[config.mk]
export PLATFORM = sky130hd
export DESIGN_NAME = sync_updown_mod_counter
export DESIGN_NICKNAME = d
export VERILOG_FILES = /design/src/rtl/sync_updown_mod_counter.sv
export SDC_FILE = /design/constraint.sdc
export NUM_CORES = 1
export LEC_CHECK = 0
export ABC_AREA = 1
export CAP_MARGIN = 20
export CORE_AREA = 2 2 39 41
export DETAILED_ROUTE_END_ITERATION = 6
export DIE_AREA = 0 0 41 43
export PLACE_DENSITY = 0.66
export SLEW_MARGIN = 20
export SYNTH_ARGS = -nofsm -noshare
export SYNTH_HDL_FRONTEND = slang
export SYNTH_SLANG_ARGS = --single-unit
[constraint.sdc]
create_clock -name clk -period 2.4 [get_ports clk]
set_input_delay 0.24 -clock clk [delete_from_list [all_inputs] [get_ports clk]]
set_output_delay 0.24 -clock clk [all_outputs]
set_load 0.01 [all_outputs]
[src/rtl/sync_updown_mod_counter.sv]
// Synchronous modulo-N up counter with parallel load, wrap/saturate mode,
// combinational terminal count for cascading and registered wrap/sat flags.
module sync_updown_mod_counter #(
  parameter int WIDTH    = 4,
  parameter int MODULUS  = 16,
  parameter bit SATURATE = 1'b0
) (
  input  logic             clk,
  input  logic             rst,
  input  logic             t,
  input  logic             load,
  input  logic [WIDTH-1:0] d,
  input  logic             cin,
  output logic [WIDTH-1:0] q,
  output logic [WIDTH-1:0] q_bar,
  output logic             tc,
  output logic             wrap,
  output logic             sat
);

  // One extra bit so MODULUS == 2**WIDTH is representable.
  localparam logic [WIDTH:0]   MOD_EXT = (WIDTH+1)'(MODULUS);
  localparam logic [WIDTH-1:0] MAX_CNT = WIDTH'(MODULUS - 1);

  logic [WIDTH-1:0] r_q;
  logic             r_wrap;
  logic             r_sat;

  logic             w_adv;
  logic             w_at_max;
  logic [WIDTH-1:0] w_load_val;

  // Load value folded into the count range, plus advance/terminal decode.
  always_comb begin
    w_load_val = WIDTH'({1'b0, d} % MOD_EXT);
    w_adv      = t & cin;
    w_at_max   = (r_q == MAX_CNT);
  end

  // Count state: reset > load > count > hold.
  always_ff @(posedge clk or negedge rst) begin
    if (!rst) begin
      r_q    <= {WIDTH{1'b0}};
      r_wrap <= 1'b0;
      r_sat  <= 1'b0;
    end else if (load) begin
      r_q    <= w_load_val;
      r_wrap <= 1'b0;
      r_sat  <= 1'b0;
    end else if (w_adv) begin
      if (!w_at_max) begin
        r_q    <= r_q + {{(WIDTH-1){1'b0}}, 1'b1};
        r_wrap <= 1'b0;
        r_sat  <= 1'b0;
      end else if (SATURATE) begin
        r_q    <= r_q;
        r_wrap <= 1'b0;
        r_sat  <= 1'b1;
      end else begin
        r_q    <= {WIDTH{1'b0}};
        r_wrap <= 1'b1;
        r_sat  <= 1'b0;
      end
    end else begin
      r_q    <= r_q;
      r_wrap <= 1'b0;
      r_sat  <= r_sat;
    end
  end

  // tc stays combinational so a following stage's cin sees it on the same edge.
  always_comb begin
    q     = r_q;
    q_bar = ~r_q;
    tc    = w_at_max & w_adv;
    wrap  = r_wrap;
    sat   = r_sat;
  end

endmodule

* Word-level counts from Yosys, hierarchy flattened
Index checks and enable logic that the tools add are counted.
** Operators by class
- Add/subtract/negate cells :: 1
- $mul :: 0
- Divide/modulo/power cells :: 0
- Order comparisons :: 0
- Eq/ne operators :: 1
- Shift-type cells :: 0
- Multiplexer cells :: 8
- Bitwise operators :: 3
- Reductions and logical operators :: 1
** Operators by type and width (count)
- two-way mux 4 bit :: 3
- two-way mux 1 bit :: 5
- adder 4 x 1 -> 4 bit (second input constant) :: 1
- equality test 4 bit (second input constant) :: 1
- inverter 4 bit :: 1
- AND 1 bit :: 2
- nonzero test 2 bit :: 1
** Storage, ports and cells
- Bits in registers :: 6
- Latch bits :: 0
- Memory bits (writable) :: 0
- ROM bits :: 0
- Output and inout bits :: 11
- Word-level logic and storage cells :: 17
- Memories :: 0

* Longest topological paths before layout
Gate-level depths: netlist of the first run.
- Depth after elaboration :: 4
- Gate-level depth with buffers :: 6
- Mapped depth without buffers :: 6

* Worst setup path before layout of the first run
Ideal clock, no wire load.
- Kind :: register to output
- From :: reg r_q[0] (netlist: q[0])
- To :: out tc
- Data arrival time :: 1.036 ns
- Slack :: 1.124 ns
- Stages on the path, launching flop included :: 6
- Path buffers :: 0
- Cell sequence :: dfrtp_1 > ha_1 > nand2_2 > nor2_2 > inv_2 > nor2_1
** Between the ends
- Word-level cells in the longest chain between the ends :: 2
** Ends and longest elaborated chain
- start: declaration :: RTL line 25 : logic [WIDTH-1:0] r_q;
- start signal: assignment :: RTL line 43 : r_q <= {WIDTH{1'b0}};
- start signal: assignment :: RTL line 47 : r_q <= w_load_val;
- start signal: assignment :: RTL line 52 : r_q <= r_q + {{(WIDTH-1){1'b0}}, 1'b1};
- equality test 4 bit :: RTL line 37 : w_at_max = (r_q == MAX_CNT);
- AND 1 bit :: RTL line 75 : tc = w_at_max & w_adv;
- end: declaration :: RTL line 16 : output logic tc,
Every way passes these cells.

* Worst setup path in the final report of the first run
Ends and elaborated chain as after synthesis.

==> flow_summary.toml, run 1 <==
[detailed_routing]
vias = 363
first_pass_iters = 4
drc = 0
wl_per_cell_microns = 8.92
wirelength_microns = 767
drt_iter0_markers = 5
vias_per_cell = 4.22
ant_nets = 0

[placed_design]
portBuffers = 18
dp_hpwl_microns = 616
placed_cells = 82
dp_worst_setup_slack_ps = 579
gp_congestion = 0.719

[clocking]
cts_sinks = 5
cts_hold_buf = 0
clockBufferDepth = 2
postCtsSetupBuffers = 0
cts_tree = "built"
cts.clk_slew.worst_paths_ps = 40
htree_levels = 1
cts_buffers = 3
cts_resized = 0
cts-root-buf = "clkbuf_4"
clkLatencyLatePin_ps = 240

[logic_synthesis]
synth-compound-area-share = 0.0149
muxShareOfSynthArea = 0
synth_top_family_by_area = "simple AND/OR/NAND/NOR gates"
avgSynthCellArea_sq_um = 6.87
yosys.area_share.adder = 0.0372
synth_top_area_share = 0.372
synth_nets = 59
ys_ff_latch = 5
synth_cells = 49
synth_area_leaders = "dfrtp_1 (37%), nand2_1 (19%), nand3_1 (8.9%)"
yosys.cell_types.count = 17
yosys.area_share.simple = 0.454
synth-xor-area-share = 0
seq_area_frac_synth = 0.372
yosys_warnings = 0
synth_top_area_cell = "dfrtp_1"
syn_area_sq_um = 337

[global_routing]
grt_usage = 0.103
grt_max_degree = 8
grt_pass1_wl_microns = 1170
antenna_found_initial = 0
grt_pass1_vias = 303
overflow = 0

[worst_setup_path]
reg2reg_depth = 4
r2r-end = "q[2]"
crit_path_end_kind = "output port"
rr_startpoint = "q[0]"
crit_required_ps = 2160
crit_end = "tc"
rrSetupSlack_ps = 1220
cp_max_fo = 6
crit_arrival_ps = 1830
path_class = "register to output port"
crit_start = "q[0]"
cp-start-kind = "register"

[final_layout]
area_growth_pct = 65.1
mostFrequentLayoutCells = "clkdlybuf4s50_1 (18), nand2_1 (17), nand3_1 (6)"
final_core_util = 0.401
antennaDiodeCount = 0
layout_commonest_cell = "clkdlybuf4s50_1"
nets = 81
finalNonFillerCells = 86
drive_above_1_share = 0.143

[timing]
setup_ws_ps = 333
setup_viol = 0
setup_tns_ps = 0
fmax_mhz = 484
finClkSkew_ps = 2.28
drv_slew = 0
hold_violations = 0
min_period_ps = 2070
period_share = 0.861
rsz0062_at_grt = "no"

[die]
core_sq_um = 1380
initial_core_util = 0.243
die_w_microns = 41
ios = 20
die_h_microns = 43
die-area_sq_um = 1760
core.rowCount = 14

[power]
peakVddDrop_mv = 0.213
power_density_nw_per_um2 = 542
p_leak_nw = 0.261
p_total_mw = 0.301

[run]
maxCapViolCount = 0

[status]
status = "complete, no violations"

[worst_hold_path]
hp-class = "input pin to asynchronous set/reset pin"
registers in the layout (all words and copies together) (netlist names):
name,cells
q,4
wrap,1
metrics by stage:
stage | cell area (sq um) | hold slack (ps)
after detailed placement | 529 | 470
after global routing | 556 | 232
after floorplan | 337 | -55.6
final | 556 | 214
after global placement | 529 | 471
after CTS | 556 | 211
cell usage after synthesis:
cell,instances
nand2_1,17
nand3_1,6
dfrtp_1,5
inv_1,4
clkinv_1,2
inv_2,2
nor2_1,2
nor2_2,2
buf_4,1
conb_1,1
ha_1,1
nand2_2,1
nand3_2,1
nand4_1,1
nor3_2,1
o21ai_1,1
or2_1,1
worst min-delay path by stage:
stage / end / depth (start not counted)
after floorplan: q[0] / 0
after global placement: q[2] / 1
after detailed placement: q[2] / 1
after CTS: wrap / 1
after global routing: q[2] / 1
final: wrap / 1
cells by family (layout without fill, tap and decap cells):
family                     Yosys count  after routing
and+or+nand+nor                     32             32
other                                1              1
buffers and inverters                9             30
adders and majority gates            1              1
AOI/OAI and AO/OA                    1              1
DFF                                  5              5
final cells by class:
type | count | area [sq um]
tap | 16 | 20.0
sequential | 5 | 125
clock buffer | 4 | 26.3
inverter | 8 | 30.0
timing repair buffer | 18 | 180
multi-input combinational | 35 | 174
fill | 159 | 828
critical path: stages, from the launching register on:
cell	delay [ps]
dfrtp_1	460
ha_1	230
nand2_2	70
nor2_2	130
inv_2	50
nor2_1	100
clkdlybuf4s50_1	550
power by group:
part	leakage, nW	switching [mW]	internal (mW)
clock network	0.0150	0.0320	0.0627
logic	0.183	0.0433	0.0554
registers	0.0628	0.0141	0.0934
routing by layer:
metal  GRT usage  vias up  part of all wire
met1       0.136      149              0.46
met3     0.00524        0             0.090
met2       0.128       21              0.45
met5           0        -                 0
met4       0.120        0                 0
li1            -      193                 -
No activity file was read; power rests on OpenSTA's default activity.
==> inputs of run 2 (changes only) <==
Settings changed: SETUP_SLACK_MARGIN from default to 0.05.
==> results of run 2 <==
Final layout, timing and power as in run 1 (identical DEF).
==> inputs of run 3 (changes only) <==
--- a/constraint.sdc
+++ b/constraint.sdc
@@ -3,2 +3,2 @@
 set_output_delay 0.24 -clock clk [all_outputs]
-set_load 0.01 [all_outputs]
+set_load 0.02 [all_outputs]
==> results of run 3 <==
The final DEF is identical to that of run 1. Status: complete, no violations.
Main changes from that run: setup slack after placement 579 ps -> 511 ps; setup slack after layout 333 ps -> 265 ps; total power 0.301 mW -> 0.315 mW; worst IR drop on VDD 0.213 mV -> 0.228 mV
